--- src/rtl/axi_lite_pkg.sv ---
// -----------------------------------------------------------------------------
// axi_lite_pkg
// Shared definitions for the IFU/LSU -> SRAM AXI-Lite arbiter:
//   - default address/data widths
//   - AXI response codes
//   - arbiter state encoding and last-grant pointer values
// No ports (package).
// -----------------------------------------------------------------------------
package axi_lite_pkg;

  localparam int ADDR_W_DEF = 32;
  localparam int DATA_W_DEF = 32;

  localparam logic [1:0] RESP_OKAY   = 2'b00;
  localparam logic [1:0] RESP_SLVERR = 2'b10;

  typedef enum logic [1:0] {
    ST_IDLE  = 2'd0,
    ST_M0_RD = 2'd1,
    ST_M1_RD = 2'd2,
    ST_M1_WR = 2'd3
  } arb_state_e;

  // Values of the round-robin pointer: which master received the last grant.
  localparam logic GRANT_M0 = 1'b0;
  localparam logic GRANT_M1 = 1'b1;

endpackage

--- src/rtl/axi_lite_arb_pick.sv ---
// -----------------------------------------------------------------------------
// axi_lite_arb_pick
// Combinational picker: given the current requests, chooses which transaction
// the arbiter will own next when it is idle.
// Ports:
//   r0         in   IFU read request  (m0_arvalid)
//   r1r        in   LSU read request  (m1_arvalid)
//   r1w        in   LSU write request (m1_awvalid & m1_wvalid)
//   last_grant in   master granted most recently (GRANT_M0 / GRANT_M1)
//   pick       out  next arbiter state (ST_IDLE when nothing is requested)
// Configuration macro: ARB_ROUND_ROBIN_EN
//   defined   -> IFU vs LSU contention resolved by last_grant (alternating)
//   undefined -> fixed priority LSU read > LSU write > IFU read
// -----------------------------------------------------------------------------
module axi_lite_arb_pick
  import axi_lite_pkg::*;
(
  input  logic       r0,
  input  logic       r1r,
  input  logic       r1w,
  input  logic       last_grant,
  output arb_state_e pick
);

  logic       r1_any;
  arb_state_e m1_pick;

  assign r1_any = r1r | r1w;

  always_comb begin
    // Inside the LSU the read always goes ahead of the write.
    m1_pick = r1r ? ST_M1_RD : ST_M1_WR;
    pick    = ST_IDLE;
`ifdef ARB_ROUND_ROBIN_EN
    if (r0 && r1_any) begin
      pick = (last_grant == GRANT_M1) ? ST_M0_RD : m1_pick;
    end else if (r1_any) begin
      pick = m1_pick;
    end else if (r0) begin
      pick = ST_M0_RD;
    end
`else
    if (r1_any) begin
      pick = m1_pick;
    end else if (r0) begin
      pick = ST_M0_RD;
    end
`endif
  end

`ifndef ARB_ROUND_ROBIN_EN
  // Pointer only matters in round-robin builds.
  logic unused_last_grant;
  assign unused_last_grant = last_grant;
`endif

endmodule

--- src/rtl/axi_lite_arbiter.sv ---
// -----------------------------------------------------------------------------
// axi_lite_arbiter
// 2:1 AXI-Lite arbiter in front of the SRAM slave. m0 is the IFU (read only),
// m1 is the LSU (read/write). One whole transaction is granted at a time; the
// granted master's channels are wired straight through to the slave port and
// everything else is held at zero.
// Ports:
//   clk, rst                      clock, synchronous active-low reset
//   m0_ar*/m0_r*                  IFU read address / read data channels
//   m1_ar*/m1_r*/m1_aw*/m1_w*/m1_b*  LSU read and write channels
//   s_*                           slave-side channels (same widths as m1)
// Parameters: ADDR_W, DATA_W (wstrb width = DATA_W/8)
// Configuration macro: ARB_ROUND_ROBIN_EN (round-robin IFU/LSU arbitration
//   with a 1-bit last-grant pointer; fixed priority when undefined)
// -----------------------------------------------------------------------------
module axi_lite_arbiter
  import axi_lite_pkg::*;
#(
  parameter int ADDR_W = ADDR_W_DEF,
  parameter int DATA_W = DATA_W_DEF
) (
  input  logic                clk,
  input  logic                rst,
  // IFU
  input  logic [ADDR_W-1:0]   m0_araddr,
  input  logic                m0_arvalid,
  input  logic                m0_rready,
  output logic                m0_arready,
  output logic [DATA_W-1:0]   m0_rdata,
  output logic [1:0]          m0_rresp,
  output logic                m0_rvalid,
  // LSU
  input  logic [ADDR_W-1:0]   m1_araddr,
  input  logic                m1_arvalid,
  input  logic                m1_rready,
  input  logic [ADDR_W-1:0]   m1_awaddr,
  input  logic                m1_awvalid,
  input  logic [DATA_W-1:0]   m1_wdata,
  input  logic [DATA_W/8-1:0] m1_wstrb,
  input  logic                m1_wvalid,
  input  logic                m1_bready,
  output logic                m1_arready,
  output logic [DATA_W-1:0]   m1_rdata,
  output logic [1:0]          m1_rresp,
  output logic                m1_rvalid,
  output logic                m1_awready,
  output logic                m1_wready,
  output logic [1:0]          m1_bresp,
  output logic                m1_bvalid,
  // Slave
  output logic [ADDR_W-1:0]   s_araddr,
  output logic                s_arvalid,
  output logic                s_rready,
  output logic [ADDR_W-1:0]   s_awaddr,
  output logic                s_awvalid,
  output logic [DATA_W-1:0]   s_wdata,
  output logic [DATA_W/8-1:0] s_wstrb,
  output logic                s_wvalid,
  output logic                s_bready,
  input  logic                s_arready,
  input  logic [DATA_W-1:0]   s_rdata,
  input  logic [1:0]          s_rresp,
  input  logic                s_rvalid,
  input  logic                s_awready,
  input  logic                s_wready,
  input  logic [1:0]          s_bresp,
  input  logic                s_bvalid
);

  arb_state_e state_reg;
  arb_state_e state_next;
  arb_state_e pick_state;
  logic       last_grant;

  axi_lite_arb_pick u_pick (
    .r0         (m0_arvalid),
    .r1r        (m1_arvalid),
    .r1w        (m1_awvalid & m1_wvalid),
    .last_grant (last_grant),
    .pick       (pick_state)
  );

`ifdef ARB_ROUND_ROBIN_EN
  logic last_grant_reg;

  // Pointer moves only on the cycle a new owner is chosen.
  always_ff @(posedge clk) begin
    if (!rst) begin
      last_grant_reg <= GRANT_M1;
    end else if (state_reg == ST_IDLE && pick_state != ST_IDLE) begin
      last_grant_reg <= (pick_state == ST_M0_RD) ? GRANT_M0 : GRANT_M1;
    end
  end

  assign last_grant = last_grant_reg;
`else
  assign last_grant = GRANT_M1;
`endif

  always_ff @(posedge clk) begin
    if (!rst) begin
      state_reg <= ST_IDLE;
    end else begin
      state_reg <= state_next;
    end
  end

  // Ownership ends on the response handshake; the next grant is decided in
  // IDLE, so back-to-back transactions are separated by one idle cycle.
  always_comb begin
    state_next = state_reg;
    case (state_reg)
      ST_IDLE:  state_next = pick_state;
      ST_M0_RD: if (s_rvalid && m0_rready) state_next = ST_IDLE;
      ST_M1_RD: if (s_rvalid && m1_rready) state_next = ST_IDLE;
      ST_M1_WR: if (s_bvalid && m1_bready) state_next = ST_IDLE;
      default:  state_next = ST_IDLE;
    endcase
  end

  // Channel steering: only the owner's channels are connected, everything else
  // reads as zero so the slave never sees a read and a write request together.
  always_comb begin
    m0_arready = 1'b0;
    m0_rdata   = '0;
    m0_rresp   = RESP_OKAY;
    m0_rvalid  = 1'b0;
    m1_arready = 1'b0;
    m1_rdata   = '0;
    m1_rresp   = RESP_OKAY;
    m1_rvalid  = 1'b0;
    m1_awready = 1'b0;
    m1_wready  = 1'b0;
    m1_bresp   = RESP_OKAY;
    m1_bvalid  = 1'b0;
    s_araddr   = '0;
    s_arvalid  = 1'b0;
    s_rready   = 1'b0;
    s_awaddr   = '0;
    s_awvalid  = 1'b0;
    s_wdata    = '0;
    s_wstrb    = '0;
    s_wvalid   = 1'b0;
    s_bready   = 1'b0;
    case (state_reg)
      ST_M0_RD: begin
        s_araddr   = m0_araddr;
        s_arvalid  = m0_arvalid;
        s_rready   = m0_rready;
        m0_arready = s_arready;
        m0_rdata   = s_rdata;
        m0_rresp   = s_rresp;
        m0_rvalid  = s_rvalid;
      end
      ST_M1_RD: begin
        s_araddr   = m1_araddr;
        s_arvalid  = m1_arvalid;
        s_rready   = m1_rready;
        m1_arready = s_arready;
        m1_rdata   = s_rdata;
        m1_rresp   = s_rresp;
        m1_rvalid  = s_rvalid;
      end
      ST_M1_WR: begin
        s_awaddr   = m1_awaddr;
        s_awvalid  = m1_awvalid;
        s_wdata    = m1_wdata;
        s_wstrb    = m1_wstrb;
        s_wvalid   = m1_wvalid;
        s_bready   = m1_bready;
        m1_awready = s_awready;
        m1_wready  = s_wready;
        m1_bresp   = s_bresp;
        m1_bvalid  = s_bvalid;
      end
      default: ;
    endcase
  end

endmodule
--- config.mk ---
export PLATFORM = sky130hd
export DESIGN_NAME = axi_lite_arbiter
export DESIGN_NICKNAME = d
export VERILOG_FILES = /design/src/rtl/axi_lite_pkg.sv /design/src/rtl/axi_lite_arb_pick.sv /design/src/rtl/axi_lite_arbiter.sv
export SDC_FILE = /design/constraint.sdc
export NUM_CORES = 1
export LEC_CHECK = 0
export ABC_CLOCK_PERIOD_IN_PS = 3400
export BUFFER_PORTS_ARGS = -buffer_cell sky130_fd_sc_hd__buf_2
export CORE_AREA = 3 3 140 142
export CTS_BUF_LIST = sky130_fd_sc_hd__clkbuf_4 sky130_fd_sc_hd__clkbuf_8
export CTS_CLUSTER_DIAMETER = 30
export DETAILED_ROUTE_END_ITERATION = 16
export DIE_AREA = 0 0 143 145
export GPL_ROUTABILITY_DRIVEN = 0
export PLACE_DENSITY = 0.47
export SLEW_MARGIN = 20
export SYNTH_ARGS = -nofsm -noshare
export SYNTH_HDL_FRONTEND = slang
export SYNTH_SLANG_ARGS = --single-unit
--- constraint.sdc ---
create_clock -name clk -period 3.4 [get_ports clk]
set_clock_uncertainty 0.1 [all_clocks]
set_input_delay 0.17 -clock clk [delete_from_list [all_inputs] [get_ports clk]]
set_output_delay 0.17 -clock clk [all_outputs]
set_load 0.01 [all_outputs]
# After elaboration in Yosys (flattened, before gate mapping)
# Index checks and enable logic that the tools add are counted.
# W data, S select, Z words.
classes:
  muxes: 28
  bitwise_logic: 2
  n_reduce_logical: 5
  n_eq_ne: 6
op_table:
  columns: ["op", "count"]
  rows:
  - ["$mux W32", 4]
  - ["$pmux W32 S2", 1]
  - ["$mux W2", 7]
  - ["$mux W1", 12]
  - ["$pmux W2 S4", 1]
  - ["$ne A2 B2 Y1 const B", 3]
  - ["$eq A2 B2 Y1 const B", 2]
  - ["$mux W4", 1]
  - ["$pmux W1 S2", 2]
  - ["$logic_and A1 B1 Y1", 3]
  - ["$reduce_and A3 Y1", 1]
  - ["$eq A2 B1 Y1 const B", 1]
  - ["$logic_not A2 Y1", 1]
  - ["$and A1 B1 Y1", 1]
  - ["$or A1 B1 Y1", 1]
totals:
  register_bits: 2
  word_cells: 42

# Longest topological paths before layout
# Gate-level depths: netlist of run 1.
depth:
  ltp_word: 4
  mapped_depth: 6
  ltp_nobuf: 5

# By module
# From an unflattened synthesis of run 1, not the netlist that was laid out.
hier_totals:
  cells_unflattened: 266
  hier_area_um2: 1707.9
modules_own_cells:
  columns: ["mod", "cells_per_inst", "area_per_inst_um2", "instances", "seq_area_each_um2"]
  rows:
  - ["axi_lite_arbiter", 263, 1684.1, 1, 40.0]
  - ["axi_lite_arb_pick", 3, 23.8, 1, 0.0]

# Worst setup path after synthesis of run 1
# Ideal clock, no wire load.
synth_path:
  kind: "reg-to-output"
  from: "register state_reg[1]"
  to: "output s_araddr[10]"
  required_ns: 3.130
  path_slack_ns: 1.912
  arrival_time_ns: 1.218
  path_stages_with_launch: 7
  path_buffers: 2
  path_cell_list: "dfxtp_1 > inv_1 > ha_1 > buf_6 > clkbuf_1 > a22oi_1 > nor2b_1"
synth_between:
  elab_chain_len: 2
  word_cells_on_any_way: 3
  cone_classes: "eq/ne (2); mux (1)"
synth_lines:
  columns: ["element", "line", "rtl"]
  rows:
  - ["start, declared", "axi_lite_arbiter.sv:70", "arb_state_e state_reg;"]
  - ["start signal, assigned", "axi_lite_arbiter.sv:104", "state_reg <= state_next;"]
  - ["$eq A2 B2 Y1 / $eq A2 B1 Y1 (equally long branches)", "axi_lite_arbiter.sv:145", "case (state_reg)"]
  - ["$pmux W32 S2 (*)", "axi_lite_arbiter.sv:145", null]
  - ["end, declared", "axi_lite_arbiter.sv:51", "output logic [ADDR_W-1:0] s_araddr,"]
# Mark *: on every way between the ends. The rest lies on a longest branch, timed or not.

# Worst setup path after layout of run 1
layout_path:
  from: "register state_reg[0]"
  to: "output m1_rdata[8]"
layout_between:
  elab_chain_len: 2
layout_lines:
  columns: ["element", "line", "rtl"]
  rows:
  - ["$eq A2 B2 Y1", "axi_lite_arbiter.sv:145", null]
  - ["$mux W32", "axi_lite_arbiter.sv:145", null]
  - ["end, declared", "axi_lite_arbiter.sv:43", "output logic [DATA_W-1:0] m1_rdata,"]
# Every way passes these cells.

==> flow_summary.toml, run 1 <==
[floorplanning]
start_util_pct = 9.14
die-area_mm2 = 0.0207
coreArea_mm2 = 0.0186
num_rows = 50
pin_count = 364
die_w_um = 143
die_h_um = 145

[setup_path]
critical_path_class = "reg2out"
reg2reg_slack_ns = 1.51
crit_buf_inv = 3
cp_slowest_stage_delay_ns = 0.79
path_max_fanout = 29
slowest_stage = "ha_1"
end_kind = "primary output"
path_delay_family = "adder cells"
cp-start-kind = "flop"
crit_chain = "inv_1, ha_1, buf_4, and2_1, buf_2"
crit_required_ns = 3.13
worstPathArrival_ns = 1.98

[place]
portBuffers = 363
dp_hpwl_um = 9530
dp_cells = 840

[timing]
whs_ns = 0.153
fmax_mhz = 444
setup-tns-final_ns = 0
rsz0062_at_grt = "false"
period_share_pct = 66.3
worstMarginPinSlew_ns = 0.951
slew_headroom_pct = 36.6
setup_viol = 0
min_period_ns = 2.25
drv_slew = 0
hold_viol = 0

[logic_synthesis]
syn_area_per_cell_um2 = 6.41
synth_cells = 265
ys_warn_count = 0
ys_ff_latch = 2
synth.net_count = 452
yosys.area.top_type = "and2_1"
seq_area_frac_synth_pct = 2.36
synthesis.area_mm2 = 0.00170
synth_area_leaders = "and2_1 (54%), a22oi_1 (15%), nor2b_1 (13%)"
synth_top_area_share_pct = 54.5
synth_cell_types = 17

[layout]
largest_register_ff_count = 2
nets = 798
finalNonFillerCells = 844
drive_above_1_share_pct = 61.2
num-fill-cells = 2105
synthToLayoutAreaGrowth_pct = 122

[clock_tree]
clock_latency_ns = 0.21
cts_setup_buffers = 0
htreeDepth = 1
clkTransAtPathRegs_ns = 0.03
cts_resized = 0
cts_sinks = 2
cts_buffers = 3
cts-root-buf = "clkbuf_8"
clockBufferDepth = 2
hold_buffers = 0
cts_tree = "yes"

[power_and_ir_drop]
powerDensity_mw_per_mm2 = 183
leakage_nw = 2.36
total_power_w = 0.000690
peakVddDrop_mv = 0.0729

[detailed_routing]
drt_iter0_drc = 133
ant_nets = 0
vias = 3055
drtPass1Iterations = 4
wl_per_cell_um = 13.0
totalWireLength_um = 11000
via_per_inst = 3.62
route.detailed.drc = 0

[global_route]
antenna_found_initial = 2
grt_pass1_wl_um = 15600
grt_max_degree = 54
overflow = 0
grt_pass1_vias = 2847
gr-usage-all-layers_pct = 9.56

[outcome]
status = "finished clean"

[worst_hold_path]
min_path_type = "in2reg"

[run]
max_cap_viol_count = 0
layout make-up:
| class | count | area, µm² | share of cell area [%] |
|---|---|---|---|
| inverter | 2 | 7.51 | 0.199 |
| sequential | 2 | 40.0 | 1.06 |
| multi-input combinational | 234 | 1540 | 40.8 |
| clock buffer | 3 | 41.3 | 1.09 |
| antenna | 1 | 2.50 | 0.0662 |
| timing repair buffer | 368 | 1850 | 49.1 |
| tap | 234 | 293 | 7.75 |
cell families after synthesis:
group,after synthesis,share of synthesized area (%)
DFF,2,2.36
AOI/OAI and AO/OA,38,16.8
adders and majority gates,5,3.68
buffers and inverters,29,7.22
and+or+nand+nor,189,68.8
muxes,2,1.18
stage by stage:
stage / cell area, µm² / worst slack, ns / util [%]
floorplan: 1700 / 1.91 / -
global placement: 3740 / 1.31 / 20.1
detailed placement: 3740 / 1.29 / 20.1
CTS: 3780 / 1.05 / 20.3
global route: 3780 / 0.907 / 20.3
finish: 3780 / 1.15 / 20.3
per-layer routing:
metal | share of wire (%) | GRT usage, % | up-vias
met1 | 38 | 10.9 | 1307
met4 | 1.5 | 3.42 | 0
met5 | 0 | 0 | -
met3 | 8.3 | 1.55 | 10
li1 | - | - | 1537
met2 | 52 | 17.7 | 201
synth_stat cells:
| library cell | instances |
|---|---|
| a21oi_1 | 1 |
| dfxtp_1 | 2 |
| nand3_1 | 1 |
| and2_1 | 148 |
| a21o_1 | 1 |
| buf_6 | 1 |
| clkbuf_1 | 21 |
| inv_1 | 2 |
| buf_2 | 5 |
| or3_1 | 1 |
| nand2_1 | 5 |
| a22oi_1 | 34 |
| ha_1 | 5 |
| nor2b_1 | 34 |
| mux2i_1 | 2 |
| a21boi_0 | 1 |
| a221o_1 | 1 |
path summary, 6_finish.rpt:
kind	start	to	cells after the start
max	state_reg[0]	m1_rdata[8]	5
min	rst	state_reg[0]	3
max reg2reg	state_reg[0]	state_reg[1]	5
min reg2reg	state_reg[0]	state_reg[0]	2
worst register-to-register path, cell delays in order (launching register included):
cell and delay, ns:
dfxtp_1 0.37, inv_1 0.10, ha_1 0.40, buf_4 0.30, a221o_1 0.38, mux2i_1 0.13
report_power, final:
| part | internal (W) | switching (W) | leakage, nW |
|---|---|---|---|
| sequential | 0.0000272 | 0.00000422 | 0.0165 |
| clock | 0.0000748 | 0.0000179 | 0.0216 |
| combinational | 0.000278 | 0.000288 | 2.32 |
cells in the final DEF, fill, tap and decap left out:
| master | synthesis | final |
|---|---|---|
| nand2_1 | 5 | 5 |
| clkbuf_8 | 0 | 3 |
| ha_1 | 5 | 3 |
| a21oi_1 | 1 | 1 |
| nand3_1 | 1 | 1 |
| a22oi_1 | 34 | 34 |
| a221o_1 | 1 | 1 |
| buf_4 | 0 | 5 |
| nor2b_1 | 34 | 34 |
| mux2i_1 | 2 | 2 |
| dfxtp_1 | 2 | 2 |
| a21o_1 | 1 | 1 |
| buf_2 | 5 | 363 |
| or3_1 | 1 | 1 |
| diode_2 | 0 | 1 |
| inv_1 | 2 | 2 |
| ha_2 | 0 | 2 |
| and2_1 | 148 | 148 |
| a21boi_0 | 1 | 1 |
Note: power is estimated with default switching activity, not from simulation.
==> run 2, diff against run 1 <==
--- a/config.mk
+++ b/config.mk
@@ -5,15 +5,16 @@
 export SDC_FILE = /design/constraint.sdc
 export NUM_CORES = 1
 export LEC_CHECK = 0
-export ABC_CLOCK_PERIOD_IN_PS = 3400
+export ABC_AREA = 1
+export ABC_CLOCK_PERIOD_IN_PS = 1850
 export BUFFER_PORTS_ARGS = -buffer_cell sky130_fd_sc_hd__buf_2
-export CORE_AREA = 3 3 140 142
+export CORE_AREA = 3 3 138 140
 export CTS_BUF_LIST = sky130_fd_sc_hd__clkbuf_4 sky130_fd_sc_hd__clkbuf_8
 export CTS_CLUSTER_DIAMETER = 30
 export DETAILED_ROUTE_END_ITERATION = 16
-export DIE_AREA = 0 0 143 145
+export DIE_AREA = 0 0 141 143
 export GPL_ROUTABILITY_DRIVEN = 0
-export PLACE_DENSITY = 0.47
+export PLACE_DENSITY = 0.51
 export SLEW_MARGIN = 20
 export SYNTH_ARGS = -nofsm -noshare
 export SYNTH_HDL_FRONTEND = slang
==> constraint.sdc (replaced) <==
create_clock -name clk -period 1.85 [get_ports clk]
set_clock_uncertainty 0.1 [all_clocks]
set_input_delay 0.0925 -clock clk [delete_from_list [all_inputs] [get_ports clk]]
set_output_delay 0.0925 -clock clk [all_outputs]
set_load 0.01 [all_outputs]
==> run 2 against run 1 <==
- combinational power grew to 5.4 times the previous value
- sequential power grew to 2.7 times the previous value
- via count grew 20%
- register-to-register slack lost 1.1 ns
- global-route usage grew 0.80 points
- utilization grew 2.0 points
- non-clock buffer count grew 3
- critical path depth grew 1
- sequential share of layout area shrank 0.062 points
- critical path type unchanged
- largest power group unchanged
- highest routed layer unchanged
==> flow_summary.toml, run 2 <==
[outcome]
status = "finished clean"

[layout]
finalInstanceArea_mm2 = 0.00402
num-fill-cells = 2109
antenna_cells = 0
synthToLayoutAreaGrowth_pct = 105
multiInputGateArea_mm2 = 0.00113
layout_common_cells = "buf_2 (363), nand2_1 (227), inv_1 (152)"
largest_register_ff_count = 2
regArea_um2 = 40.0
nets = 992
drive_above_1_share_pct = 47.2
final_common_cell = "buf_2"

[floorplanning]
pin_count = 364
num_rows = 49
die_w_um = 141
start_util_pct = 10.9
die_h_um = 143
die-area_mm2 = 0.0202
coreArea_mm2 = 0.0180

[power_and_ir_drop]
peakVddDrop_mv = 0.441
total_power_w = 0.00332
powerDensity_mw_per_mm2 = 827
leakage_nw = 3.55

[timing]
rsz0062_at_grt = "false"
setup_viol = 0
setup-tns-final_ns = 0
min_period_ns = 1.74
drv_slew = 0
fmax_mhz = 576
worstMarginPinSlew_ns = 0.247
hold_viol = 0
period_share_pct = 93.9
slew_headroom_pct = 83.6

[worst_hold_path]
hold_end = "state_reg[0]"
hold_start = "rst"
min_path_type = "in2reg"
hold_depth = 3

[global_route]
grt_max_degree = 63
overflow = 0
grt_pass1_wl_um = 16700
grt_pass1_vias = 3244
gr-usage-all-layers_pct = 10.4
antenna_found_initial = 0

[clock_tree]
cts_setup_buffers = 0
cts-root-buf = "clkbuf_8"
clock_latency_ns = 0.21
clkTransAtPathRegs_ns = 0.03
clockBufferDepth = 2
cts_sinks = 2
cts_tree = "yes"
htreeDepth = 1
hold_buffers = 0
cts_buffers = 3
cts_resized = 0

[place]
dp_hpwl_um = 10400
portBuffers = 363
place_area_mm2 = 0.00397

[detailed_routing]
via_per_inst = 3.55
drt_iter0_drc = 164
met1_length_um = 4560
dr_wl_met3_um = 978
top_layer_used = "met4"
totalWireLength_um = 11800
drtPass1Iterations = 4
route.detailed.drc = 0
ant_nets = 0
wl_per_cell_um = 11.5
vias = 3660
dr_wl_met2_um = 6190

[logic_synthesis]
synth-edff-count = 0
yosysMostFrequentCell = "nand2_1"
synth_top_area_share_pct = 43.5
synthArstFlopShare_pct = 0
seq_area_frac_synth_pct = 2.04
synth_cells = 457
synthesis.area_mm2 = 0.00196
synth_area_leaders = "nand2_1 (43%), inv_1 (29%), a21oi_1 (8.9%)"
yosys.area.top_type = "nand2_1"
synth_cell_types = 14
synth_ff_type = "dfxtp_1"
syn_area_per_cell_um2 = 4.29
ys_top_cells_by_count = "nand2_1 (227), inv_1 (152), a21oi_1 (35), buf_2 (11), buf_6 (10)"
ys_warn_count = 0
ys_ff_latch = 2
synth.net_count = 644

[setup_path]
worstPathArrival_ns = 1.54
cp-start-kind = "flop"
critical_path_class = "reg2out"
timing.rr.start = "state_reg[1]"
crit_required_ns = 1.66
path_max_fanout = 48
r2r-end = "state_reg[0]"
end_kind = "primary output"
reg2reg_slack_ns = 0.42
r2r_cells = 8

[run]
max_cap_viol_count = 0
## run 2: where the power goes
group          switching, W  internal [W]   total, W
clock             0.0000360      0.000138   0.000174
sequential        0.0000201     0.0000643  0.0000844
combinational       0.00187       0.00119    0.00306
total               0.00193       0.00139    0.00332
## run 2: layout make-up
cell class / count / share of cell area (%)
flip-flops and latches: 2 / 0.997
well taps: 229 / 7.14
multi-input cells: 274 / 28.2
clock buffers: 3 / 1.03
inverters: 153 / 14.3
repair buffers: 371 / 48.3
## run 2: kinds of logic after synthesis
kind of cell	synth area share, %
AO/OA/AOI/OAI	9.32
adder cells (fa/ha/maj)	3.19
buffers and inverters	40.4
flip-flops	2.04
AND/OR/NAND/NOR	45.1
## run 2: stage by stage
step / setup WS (ns) / hold slack (ns) / util [%] / std cells
floorplan: 0.475 / 0.113 / - / 457
global placement: 0.336 / 0.244 / 22.1 / 1029
detailed placement: 0.326 / 0.245 / 22.1 / 1029
finish: 0.113 / 0.0212 / 22.4 / 1032
CTS: 0.0953 / 0.0204 / 22.4 / 1032
global route: 0.0471 / 0.0280 / 22.4 / 1032
## run 2: worst max-delay path: stages, from the launching register on
cell,delay (ns)
dfxtp_1,0.33
inv_1,0.12
ha_2,0.22
buf_12,0.21
nand2_1,0.07
a21oi_1,0.18
buf_2,0.17
## run 2: worst max-delay path by stage
stage | start | endpoint | slack, ns | depth (start not counted)
after floorplan | state_reg[0] | s_araddr[0] | 0.47 | 5
after global placement | state_reg[1] | s_araddr[19] | 0.34 | 6
after detailed placement | state_reg[1] | s_araddr[19] | 0.33 | 6
after CTS | state_reg[1] | s_araddr[19] | 0.1 | 6
after global routing | state_reg[1] | s_araddr[19] | 0.05 | 6
final | state_reg[1] | s_araddr[19] | 0.11 | 6
## run 2: routing by layer
| metal | up-vias | GRT usage, % |
|---|---|---|
| met4 | 0 | 2.45 |
| met2 | 194 | 20.1 |
| met5 | - | 0 |
| met3 | 7 | 2.21 |
| li1 | 1921 | - |
| met1 | 1538 | 11.5 |
